<file path="src/rtl/ps2_key_decoder.sv">
// ps2_key_decoder: PS/2 keyboard frame receiver with E0/F0 prefix decoding and per-key
// held/pulse/LED outputs for a programmable table of scan codes.  Rev 1.0
`default_nettype none

module ps2_key_decoder #(
  parameter int                    CLK_DIV       = 250,
  parameter int                    TIMEOUT_TICKS = 4000,
  parameter int                    NUM_KEYS      = 2,
  parameter logic [NUM_KEYS*9-1:0] KEY_CODES     = {9'h174, 9'h16B},
  parameter int                    LED_HOLD      = 10_000_000
) (
  input  logic                clk,
  input  logic                rst,
  input  logic                ps2_clk,
  input  logic                ps2_data,
  output logic                byte_valid,
  output logic [7:0]          byte_data,
  output logic                frame_err,
  output logic [NUM_KEYS-1:0] key_down,
  output logic [NUM_KEYS-1:0] key_pulse,
  output logic [NUM_KEYS-1:0] key_led
);

  localparam int c_DIV_W = (CLK_DIV > 2) ? $clog2(CLK_DIV) : 1;
  localparam int c_TO_W  = $clog2(TIMEOUT_TICKS + 1);
  localparam int c_LED_W = $clog2(LED_HOLD + 1);

  localparam logic [c_DIV_W-1:0] c_DIV_LAST = c_DIV_W'(CLK_DIV - 1);
  localparam logic [c_TO_W-1:0]  c_TO_LAST  = c_TO_W'(TIMEOUT_TICKS - 1);
  localparam logic [c_LED_W-1:0] c_LED_LOAD = c_LED_W'(LED_HOLD);

  localparam logic [7:0] c_PFX_EXT = 8'hE0;
  localparam logic [7:0] c_PFX_BRK = 8'hF0;

  logic [1:0] r_clk_sync;
  logic [1:0] r_dat_sync;
  logic       w_clk_s;
  logic       w_dat_s;

  always_ff @(posedge clk or posedge rst) begin
    if (rst) begin
      r_clk_sync <= 2'b11;
      r_dat_sync <= 2'b11;
    end else begin
      r_clk_sync <= {r_clk_sync[0], ps2_clk};
      r_dat_sync <= {r_dat_sync[0], ps2_data};
    end
  end

  assign w_clk_s = r_clk_sync[1];
  assign w_dat_s = r_dat_sync[1];

  logic [c_DIV_W-1:0] r_div;
  logic               r_tick;

  always_ff @(posedge clk or posedge rst) begin
    if (rst) begin
      r_div  <= '0;
      r_tick <= 1'b0;
    end else if (r_div == c_DIV_LAST) begin
      r_div  <= '0;
      r_tick <= 1'b1;
    end else begin
      r_div  <= r_div + 1'b1;
      r_tick <= 1'b0;
    end
  end

  logic              r_clk_prev;
  logic [10:0]       r_shift;
  logic [3:0]        r_cnt;
  logic [c_TO_W-1:0] r_to;
  logic              r_byte_valid;
  logic              r_frame_err;
  logic [7:0]        r_byte;
  logic              w_fall;

  assign w_fall = r_tick & r_clk_prev & ~w_clk_s;

  // r_shift fills from the top, so once 11 bits are in: [0]=start, [8:1]=data, [9]=parity, [10]=stop
  always_ff @(posedge clk or posedge rst) begin
    if (rst) begin
      r_clk_prev   <= 1'b1;
      r_shift      <= '0;
      r_cnt        <= '0;
      r_to         <= '0;
      r_byte_valid <= 1'b0;
      r_frame_err  <= 1'b0;
      r_byte       <= '0;
    end else begin
      r_byte_valid <= 1'b0;
      r_frame_err  <= 1'b0;
      if (r_tick) r_clk_prev <= w_clk_s;
      if (r_cnt == 4'd11) begin
        r_cnt <= '0;
        r_to  <= '0;
        if (!r_shift[0] && r_shift[10] && (^r_shift[9:1])) begin
          r_byte       <= r_shift[8:1];
          r_byte_valid <= 1'b1;
        end else begin
          r_frame_err <= 1'b1;
        end
      end else if (w_fall) begin
        r_shift <= {w_dat_s, r_shift[10:1]};
        r_cnt   <= r_cnt + 4'd1;
        r_to    <= '0;
      end else if (r_tick && (r_cnt != 4'd0)) begin
        if (r_to == c_TO_LAST) begin
          r_cnt <= '0;
          r_to  <= '0;
        end else begin
          r_to <= r_to + 1'b1;
        end
      end
    end
  end

  logic [NUM_KEYS-1:0] w_hit_std;
  logic [NUM_KEYS-1:0] w_hit_ext;

  for (genvar gi = 0; gi < NUM_KEYS; gi++) begin : g_match
    assign w_hit_std[gi] = (KEY_CODES[9*gi +: 9] == {1'b0, r_byte});
    assign w_hit_ext[gi] = (KEY_CODES[9*gi +: 9] == {1'b1, r_byte});
  end

  typedef enum logic [1:0] {S_IDLE, S_EXT, S_BRK, S_EXT_BRK} state_t;

  state_t              r_state;
  logic [NUM_KEYS-1:0] r_down;
  logic [NUM_KEYS-1:0] r_pulse;

  // A bad frame drops any pending prefix so the next byte is read as a fresh code
  always_ff @(posedge clk or posedge rst) begin
    if (rst) begin
      r_state <= S_IDLE;
      r_down  <= '0;
      r_pulse <= '0;
    end else begin
      r_pulse <= '0;
      if (r_frame_err) begin
        r_state <= S_IDLE;
      end else if (r_byte_valid) begin
        case (r_state)
          S_IDLE: begin
            if (r_byte == c_PFX_EXT) begin
              r_state <= S_EXT;
            end else if (r_byte == c_PFX_BRK) begin
              r_state <= S_BRK;
            end else begin
              r_pulse <= w_hit_std & ~r_down;
              r_down  <= r_down | w_hit_std;
            end
          end
          S_EXT: begin
            if (r_byte == c_PFX_BRK) begin
              r_state <= S_EXT_BRK;
            end else begin
              r_pulse <= w_hit_ext & ~r_down;
              r_down  <= r_down | w_hit_ext;
              r_state <= S_IDLE;
            end
          end
          S_BRK: begin
            r_down  <= r_down & ~w_hit_std;
            r_state <= S_IDLE;
          end
          S_EXT_BRK: begin
            r_down  <= r_down & ~w_hit_ext;
            r_state <= S_IDLE;
          end
          default: r_state <= S_IDLE;
        endcase
      end
    end
  end

  logic [NUM_KEYS-1:0] r_led;

  for (genvar gk = 0; gk < NUM_KEYS; gk++) begin : g_led
    logic [c_LED_W-1:0] r_led_cnt;

    always_ff @(posedge clk or posedge rst) begin
      if (rst) begin
        r_led_cnt  <= '0;
        r_led[gk]  <= 1'b0;
      end else if (r_pulse[gk]) begin
        r_led_cnt  <= c_LED_LOAD;
        r_led[gk]  <= 1'b1;
      end else if (r_led_cnt > 1) begin
        r_led_cnt  <= r_led_cnt - 1'b1;
      end else if (r_led_cnt == 1) begin
        r_led_cnt  <= '0;
        r_led[gk]  <= 1'b0;
      end
    end
  end

  assign byte_valid = r_byte_valid;
  assign byte_data  = r_byte;
  assign frame_err  = r_frame_err;
  assign key_down   = r_down;
  assign key_pulse  = r_pulse;
  assign key_led    = r_led;

endmodule

`default_nettype wire
</file>
<file path="config.mk">
export PLATFORM = sky130hd
export DESIGN_NAME = ps2_key_decoder
export DESIGN_NICKNAME = d
export VERILOG_FILES = /design/src/rtl/ps2_key_decoder.sv
export SDC_FILE = /design/constraint.sdc
export NUM_CORES = 1
export LEC_CHECK = 0
export CAP_MARGIN = 10
export CORE_MARGIN = 2
export CORE_UTILIZATION = 56
export CTS_CLUSTER_SIZE = 14
export DETAILED_ROUTE_END_ITERATION = 8
export GPL_TIMING_DRIVEN = 0
export PLACE_DENSITY = 0.74
export SLEW_MARGIN = 10
export SYNTH_ARGS = -nofsm -noshare
export SYNTH_HDL_FRONTEND = slang
export SYNTH_SLANG_ARGS = --single-unit
</file>
<file path="constraint.sdc">
create_clock -name clk -period 4.2 [get_ports clk]
set_clock_uncertainty 0.2 [all_clocks]
set_input_delay 0.84 -clock clk [delete_from_list [all_inputs] [get_ports clk]]
set_output_delay 0.84 -clock clk [all_outputs]
set_load 0.02 [all_outputs]
</file>
======== After elaboration in Yosys (flattened, before gate mapping) ========
Cells that the tools add are included.
operators by class
  reduce and logical (&&, ||, !) cells .... 23
  $add $sub $neg .......................... 5
  bitwise operators ....................... 11
  magnitude comparators ................... 2
  multiplexer cells ....................... 38
  eq/ne operators ......................... 16
operators by type and width
  kind                   count
  $mux 24                6
  $eq 24x1->1 const B    2
  $gt 24x1->1 const B    2
  $mux 12                4
  $sub 24x1->24 const B  2
  $eq 8x8->1 const B     3
  $mux 2                 10
  $eq 7x8->1 const A     2
  $mux 4                 4
  $add 12x1->12 const B  1
  $eq 12x12->1 const B   1
  $reduce_and 2->1       6
  $reduce_bool 3->1      4
  $mux 1                 11
  $reduce_xor 9->1       1
  $add 8x1->8 const B    1
  $mux 8                 1
  $ne 2x2->1 const B     3
  $pmux 2 s3             1
  $reduce_bool 2->1      3
  $add 4x1->4 const B    1
  $and 2x2->2            2
  $eq 2x2->1 const B     2
  $eq 4x4->1 const B     1
  other kinds (13)       21
storage, ports and cells
  output and inout port bits .............. 16
  bits of input ports ..................... 4
  register bits ........................... 107
  word-level logic and storage cells ...... 113

======== Longest topological paths before layout ========
Gate-level depths: netlist of run 1.
  depth after elaboration ................. 6
  depth in mapped cells ................... 8
  gate-level depth less buffers ........... 7

======== Worst setup path before layout of run 1 ========
No wires, ideal clock.
  kind .................................... register -> register
  start ................................... reg g_led[1].r_led_cnt[12]
  end ..................................... reg g_led[1].r_led_cnt[13]
  data required time ...................... 3881 ps
  stages on the path, launching flop included .. 9
  path buffers ............................ 3
  setup slack ............................. 1520 ps
  period minus slack after synthesis ...... 2680 ps
  data arrival time ....................... 2361 ps
  library setup time ...................... 119 ps
  path through ............................ dfrtp_1 or4_4 or4_4 buf_6 nor4_4 or2_1 buf_6 buf_12 nor2_2
between the ends
  longest elaborated chain between the ends .. 3
  elaborated cells between the ends (all ways) .. 6
  those cells by class .................... add/sub: 1; order compare: 1; eq/ne: 1; mux: 2; reduce/logical: 1
RTL lines
  what                                          line      RTL
  start, declared                               180       logic [c_LED_W-1:0] r_led_cnt;
  start signal, assigned                        187       r_led_cnt <= c_LED_LOAD;
  start signal, assigned                        190       r_led_cnt <= r_led_cnt - 1'b1;
  $sub 24x1->24 or $gt 24x1->1 (tied branches)  190, 189
  $mux 24                                       189       end else if (r_led_cnt > 1) begin
  $mux 24                                       186       end else if (r_pulse[gk]) begin
Several ways; a longest one is shown, not always the timed one.
A chain may end at the register's enable or synchronous reset.

======== Worst setup path in the final report of run 1 ========
  start ................................... reg g_led[0].r_led_cnt[10]
  end ..................................... reg g_led[0].r_led_cnt[8]
between the ends
  longest elaborated chain between the ends .. 3
  elaborated cells between the ends (all ways) .. 5
  those cells by class .................... order compare: 1; eq/ne: 1; mux: 2; reduce/logical: 1
RTL lines
  what                    line
  start, declared         180
  start signal, assigned  187
  start signal, assigned  190
  $gt 24x1->1             189
  $mux 24                 189
  $mux 24                 186
Several ways; a longest one is shown, not always the timed one.

==> results of run 1 <==
-- synthesized netlist by cell type (all sizes together), types with 2 or more instances --
cell,instances
a21oi,11
nor4b,3
or4b,2
and3b,2
and3,3
ha,9
or4,12
o31ai,10
a311oi,3
inv,14
and2,2
buf,4
nand3b,6
nor4,8
or2,4
nor3b,3
nand3,18
or3,3
nor3,16
nand4b,4
o21bai,8
mux2,12
clkbuf,10
o21ai,19
and4,3
dfstp,5
nand4,9
nor2,62
nand2,52
nor2b,5
xor2,21
dfrtp,102
or3b,2
xnor2,30
a21o,9
-- area by class of cell --
type	count	area, um2
Buffer	14	85.1
Clock buffer	12	145
Clock inverter	4	32.5
Fill cell	768	3370
Inverter	14	57.6
Multi-Input combinational cell	366	2380
Sequential cell	107	2680
Tap cell	111	139
Timing Repair Buffer	20	218
-- worst max path at each step --
stage | from | cells past startpoint | to
floorplan | rst | 1 | asynchronous set/reset pin
global placement | rst | 2 | r_div[2]$_DFF_PP0_
detailed placement | g_led[0].r_led_cnt[10]$_DFFE_PP0P_ | 7 | g_led[0].r_led_cnt[8]$_DFFE_PP0P_
CTS | g_led[0].r_led_cnt[10]$_DFFE_PP0P_ | 7 | g_led[0].r_led_cnt[8]$_DFFE_PP0P_
global route | g_led[0].r_led_cnt[10]$_DFFE_PP0P_ | 7 | g_led[0].r_led_cnt[8]$_DFFE_PP0P_
finish | g_led[0].r_led_cnt[10]$_DFFE_PP0P_ | 7 | g_led[0].r_led_cnt[8]$_DFFE_PP0P_
-- state kept, by name, summed over array words and instances, names as in the netlist, named ones only --
signal / flops
byte_data: 8
byte_valid: 1
frame_err: 1
g_led.r_led_cnt: 48
key_led: 2
key_pulse: 2
r_clk_prev: 1
r_clk_sync: 2
r_cnt: 4
r_dat_sync: 2
r_div: 8
r_shift: 11
r_state: 2
r_tick: 1
r_to: 12
-- power breakdown --
group / total (mW) / internal, mW / switching [mW]
Combinational: 0.0259 / 0.00563 / 0.0202
Clock: 0.581 / 0.237 / 0.344
Sequential: 1.03 / 1.03 / 0.000670
-- metal layers --
layer,track usage,share of wire,vias up
met1,0.275,0.48,1858
li1,-,-,1829
met2,0.354,0.49,48
met5,0,0,-
met4,0.0527,0.011,0
met3,0.0383,0.023,11
-- through the flow --
step                      cell area, um2  setup TNS, ns
after floorplan                     5200              0
after global placement              5530        -119.86
after detailed placement            5560              0
after CTS                           5740              0
after global routing                5740              0
final                               5740              0
-- cell families (layout without fill, tap and decap cells) --
| family | count (synthesis) | count (layout) |
|---|---|---|
| DFF | 107 | 107 |
| adders and majority gates | 9 | 9 |
| muxes | 12 | 12 |
| and+or+nand+nor | 223 | 223 |
| AOI/OAI and AO/OA | 70 | 70 |
| buffers and inverters | 28 | 64 |
| xor gates and xnor gates | 52 | 52 |
==> metrics.md, run 1 <==
| Metric | Value |
|---|---|
| CP endpoint kind | register |
| Number of flops mapped to enable cells by yosys | 0 |
| Final-report setup violation count | 0 |
| Distinct cells, synth | 60 |
| Row count | 35 |
| Status | finished clean |
| Post-synthesis register bit count | ~110 |
| I/O Buffers | 19 |
| Vias | around 3,700 |
| Max-Cap Viols | 0 |
| Worst path top cell family by delay | simple AND/OR/NAND/NOR gates |
| Worst-Margin Slew | slightly below 0.8 ns |
| Startpoint types | register |
| Post-synthesis net count | approximately 510 |
| Final core occ | 0.630 |
| CTS tree | built |
| Via density | just under 6 |
| Crit path DAT | roughly 3 ns |
| WP data required | 4.25 ns |
| Clk slew on worst S/H paths | 0.10 ns |
| First-pass GRT wire length | roughly 17 mm |
| CTS root buf | clkbuf_8 |
| Commonest non-fill, non-tap cells in the layout | 102 x dfrtp_1, 52 x nor2_1, 52 x nand2_1 |
| Worst-Skew Late Latency | 0.36 ns |
| Placed cell count | 632 |
| Synth Instances | around 500 |
| Core ar. | 0.00911 mm2 |
| CTS buffer count | 9 |
| Nets@finish | 545 |
| Smallest hold slack | 0.163 ns |
| Final Hold Violating Endpoints | 0 |
| Final wirelength | 9.60 mm |
| Remaining DRCs | 0 |
| Pre-CTS setup slack | 1.19 ns |
| Power per cell area | between 200 and 300 mW/mm2 |
| Synthesis-to-layout area growth | 10.4% |
| Register area share after synthesis | 0.516 |
| Synth Area in XOR/XNOR | 0.0902 |
| Tot GR Track Use | 0.207 |
| Final Non-Filler Cells | 648 |
| Boundary Pins | 20 |
| Reg2reg end | g_led[0].r_led_cnt[8]$_DFFE_PP0P_ |
| Top_reg_cell synth | dfrtp_1 |
| Worst hold path type | reg -> reg |
| Worst Hold Depth | 0 |
| Fin. max-slew vios | 0 |
| Post-CTS Setup Bufs | 0 |
| Max_slew headroom | 0.474 |
| F_max | 329 MHz |
| Adder-cell area share of the yosys netlist | 0.0217 |
| Die width | 100 um |
| Synth async-reset ratio | 1.00 |
| Routed wire length per instance | about 15 um |
| RSZ-0062 raised after global routing | false |
| VDD IR max | 175 uV |
| DP HPWL | 6.62 mm |
| DIE AREA | roughly 0.01 mm2 |
| Initial DRT Pass Iterations | 4 |
| Grt total ovfl | 0 |
| Antenna Nets Post-Route | 0 |
| Compound-Gate Fraction of Synth Area | 0.0892 |
| # diodes | 0 |
| Hold buffer count at CTS | 0 |
| Hold EP | r_clk_sync[1]$_DFF_PP1_ |
| CP max FO | 10 |
| Most area-consuming cells after synthesis | dfrtp_1 49%, xnor2_1 5.1%, nand2_1 3.8%, nor2_1 3.8%, xor2_1 3.5% |
| Worst r2r path cells | 7 |
| Crit-path cells | or4_1, nor3_1, o2111a_1, or2_2, clkbuf_1, buf_2, nor2_1 |
| CTS sink count | approximately 110 |
| CP max stage cell | nor3_1 |
| Mux cell area share after synthesis | 0.0260 |
| Main combinational cell family by area after synthesis | simple AND/OR/NAND/NOR gates |
| R2R Setup Slk | 1.16 ns |
| RD Place Congestion | just over 0.8 |
| Worst path max stage delay | 0.61 ns |
| RR Startpoint | g_led[0].r_led_cnt[10]$_DFFE_PP0P_ |
| Commonest non-fill, non-tap cell in the layout | dfrtp_1 |
| Die height | approximately 100 um |
| Warnings from Yosys | 0 |
| Post_cts resized | 0 |
| Syn Std Cell Area | approximately 0.0052 mm2 |
| Synth Area per Inst | 10.4 um2 |
| Hold_sp | r_clk_sync[0]$_DFF_PP1_ |
| Synth area leader | dfrtp_1 |
| Setup ws final | 1.16 ns |
| Leak | roughly 2.9 nW |
| Kind of critical path | reg -> reg |
| Htree depth | 3 |
| Final worst-path cycle share | 0.724 |
| Layout cells sized above 1 | 0.108 |
| Bufs and invs on worst path | 2 |
| Initial Utilization | 0.571 |
| Largest net degree at the start of global routing | 73 |
| Synth Area in Simple Gates | 0.230 |
| Vias in the first global route | approximately 3,700 |
| Initial DRC Count | 129 |
| Post-synth top area share | 0.491 |
| Final Power | around 1.6 mW |
| Final Critical Period | 3.04 ns |
| Initial antenna violation count | 0 |
| Clk buf depth | 2 |
Power figures use the tool's default switching activity.
==> inputs of run 2 (changes only) <==
--- a/config.mk
+++ b/config.mk
@@ -7,11 +7,11 @@
 export LEC_CHECK = 0
 export CAP_MARGIN = 10
 export CORE_MARGIN = 2
-export CORE_UTILIZATION = 56
+export CORE_UTILIZATION = 55
 export CTS_CLUSTER_SIZE = 14
 export DETAILED_ROUTE_END_ITERATION = 8
 export GPL_TIMING_DRIVEN = 0
-export PLACE_DENSITY = 0.74
+export PLACE_DENSITY = 0.76
 export SLEW_MARGIN = 10
 export SYNTH_ARGS = -nofsm -noshare
 export SYNTH_HDL_FRONTEND = slang
==> constraint.sdc (replaced) <==
create_clock -name clk -period 2.4 [get_ports clk]
set_clock_uncertainty 0.2 [all_clocks]
set_input_delay 0.48 -clock clk [delete_from_list [all_inputs] [get_ports clk]]
set_output_delay 0.48 -clock clk [all_outputs]
set_load 0.02 [all_outputs]
==> metrics.md, run 2 (synthesized netlist as in run 1, its figures left out) <==
| Metric | Value |
|---|---|
| Status | finished, violations left |
| Failing checks | negative setup slack |
| CTS tree | built |
| Final worst-path cycle share | 1.09 |
| Clock share of power | 0.393 |
| Int Pwr | 2.36 mW |
| Synthesis-to-layout area growth | 21.5% |
| Hold_sp | r_dat_sync[0]$_DFF_PP1_ |
| Commonest non-fill, non-tap cells in the layout | 100 x dfrtp_1, 51 x nand2_1, 48 x nor2_1 |
| Fillers | around 680 |
| Antenna Nets Post-Route | 0 |
| First-pass GRT wire length | 18.5 mm |
| # diodes | 0 |
| Hold buffer count at CTS | 0 |
| Setup ws final | -0.207 ns |
| I/O Buffers | 19 |
| Combinational Power Share | 0.017 |
| Commonest non-fill, non-tap cell in the layout | dfrtp_1 |
| CTS sink count | between 100 and 150 |
| Max reg flops | 48 |
| RR Startpoint | g_led[1].r_led_cnt[13]$_DFFE_PP0P_ |
| R2R Setup Slk | -0.21 ns |
| Switching Fraction | 0.231 |
| Worst r2r path cells | 6 |
| RD Place Congestion | 0.819 |
| Clk buf depth | 2 |
| Die height | ~100 um |
| Worst Hold Depth | 0 |
| CP endpoint kind | register |
| Remaining DRCs | 0 |
| DIE AREA | 0.0103 mm2 |
| Sw power | 0.709 mW |
| Biggest regs | g_led.r_led_cnt x48, r_to x12, r_shift x11 |
| Vias in the first global route | between 3,000 and 4,000 |
| Nets@finish | about 580 |
| Reg2reg end | g_led[1].r_led_cnt[23]$_DFFE_PP0P_ |
| Biggest register | g_led.r_led_cnt |
| Crit path DAT | approximately 2.7 ns |
| Fin. max-slew vios | 0 |
| Worst-Skew Late Latency | 0.39 ns |
| CTS root buf | clkbuf_8 |
| Kind of critical path | reg -> reg |
| Worst hold path type | reg -> reg |
| Layout cells sized above 1 | 0.224 |
| Via density | 5.83 |
| Die width | 101 um |
| DP HPWL | 6.89 mm |
| Startpoint types | register |
| Power per cell area | between 400 and 500 mW/mm2 |
| Initial antenna violation count | 0 |
| Initial DRC Count | 144 |
| F_max | 384 MHz |
| Largest net degree at the start of global routing | 40 |
| Boundary Pins | 20 |
| Final Power | 3.07 mW |
| RSZ-0062 raised after global routing | true |
| Core ar. | roughly 0.0092 mm2 |
| Htree depth | 3 |
| Grt total ovfl | 0 |
| Final-report setup violation count | 21 |
| WP data required | 2.47 ns |
| Hold EP | r_dat_sync[1]$_DFF_PP1_ |
| CTS buffer count | 9 |
| VDD IR max | 414 uV |
| Routed wire length per instance | 16.4 um |
| Leak | 3.19 nW |
| Clk slew on worst S/H paths | 0.10 ns |
| Initial Utilization | 0.566 |
| Initial DRT Pass Iterations | 5 |
| Worst-Margin Slew | 0.533 ns |
| Tot GR Track Use | 0.229 |
| Max-Cap Viols | 0 |
| Final Hold Violating Endpoints | 0 |
| Max_slew headroom | 0.643 |
| Smallest hold slack | 0.163 ns |
| CP max FO | 3 |
| Vias | about 4,000 |
| Final wirelength | about 11 mm |
| Row count | 35 |
| Final Critical Period | roughly 2.6 ns |
| Sequential Power Share | 0.590 |
run 2: cell types whose count changed in the layout (fill, tap and decap cells not counted), sizes merged:
cell / delta
buf: +37
clkbuf: -5
inv: +1
bufinv: +1
run 2: timing repair:
item                       4_1_cts  5_1_grt
setup buffers                   23       12
gates resized for setup         30       21
setup endpoints to repair       61       51
cloned                           1        0
pin swaps                       12       12
run 2: per-stage QoR:
step / area [um2] / utilization / instances / worst slack [ns] / TNS (ns)
finish: 6320 / 0.687 / 682 / -0.207 / -2.37
global route: 6320 / 0.687 / 682 / -0.263 / -4.00
floorplan: 5220 / - / 501 / -0.212 / -2.57
detailed placement: 5610 / 0.610 / 634 / -0.481 / -15.26
CTS: 6150 / 0.669 / 671 / -0.160 / -1.76
global placement: 5550 / 0.604 / 631 / -0.597 / -74.32
run 2: critical path, cell delays in order, from the launching register on:
cell and delay [ns]:
dfrtp_1 0.39, or4_4 0.54, or4_4 0.55, buf_4 0.19
or3_4 0.38, a21oi_2 0.17, o31ai_2 0.08
run 2: cell type report:
| cell class | instances | area (um2) | share of cell area |
|---|---|---|---|
| sequential | 107 | 2690 | 0.425 |
| multi-input combinational | 366 | 2590 | 0.410 |
| timing repair buffer | 58 | 557 | 0.0881 |
| tap | 111 | 139 | 0.0220 |
| clock buffer | 10 | 138 | 0.0218 |
| clock inverter | 6 | 77.6 | 0.0123 |
| buffer | 10 | 73.8 | 0.0117 |
| inverter | 14 | 56.3 | 0.00891 |
run 2: per-layer routing:
layer | global-route usage | up-vias | wire [um]
met4 | 0.0665 | 0 | 167
met5 | 0 | - | 0
met3 | 0.0566 | 20 | 434
li1 | - | 1898 | -
met2 | 0.380 | 89 | 5770
met1 | 0.302 | 1968 | 4820
run 2: power by group through the flow:
stage | Clock [mW] | Sequential [mW] | Combinational [mW]
final | 1.20 | 1.81 | 0.0512
after global routing | 1.30 | 1.81 | 0.0601
after CTS | 1.23 | 1.81 | 0.0543
after detailed placement | 0 | 1.84 | 0.0540
after global placement | 0 | 1.84 | 0.0414
after floorplan | 0 | 1.84 | 0.0269
run 2: how the worst max path moves through the flow:
stage / startpoint / to / slack, ns / cells past startpoint
2_1_floorplan: g_led[1].r_led_cnt[13]$_DFFE_PP0P_ / g_led[1].r_led_cnt[5]$_DFFE_PP0P_ / -0.21 / 8
3_3_place_gp: rst / g_led[0].r_led_cnt[19]$_DFFE_PP0P_ / -0.60 / 2
3_5_place_dp: g_led[1].r_led_cnt[13]$_DFFE_PP0P_ / g_led[1].r_led_cnt[5]$_DFFE_PP0P_ / -0.48 / 8
4_1_cts: g_led[1].r_led_cnt[15]$_DFFE_PP0P_ / g_led[1].r_led_cnt[5]$_DFFE_PP0P_ / -0.16 / 8
5_1_grt: g_led[1].r_led_cnt[13]$_DFFE_PP0P_ / g_led[1].r_led_cnt[5]$_DFFE_PP0P_ / -0.26 / 8
6_report: g_led[1].r_led_cnt[13]$_DFFE_PP0P_ / g_led[1].r_led_cnt[23]$_DFFE_PP0P_ / -0.21 / 6
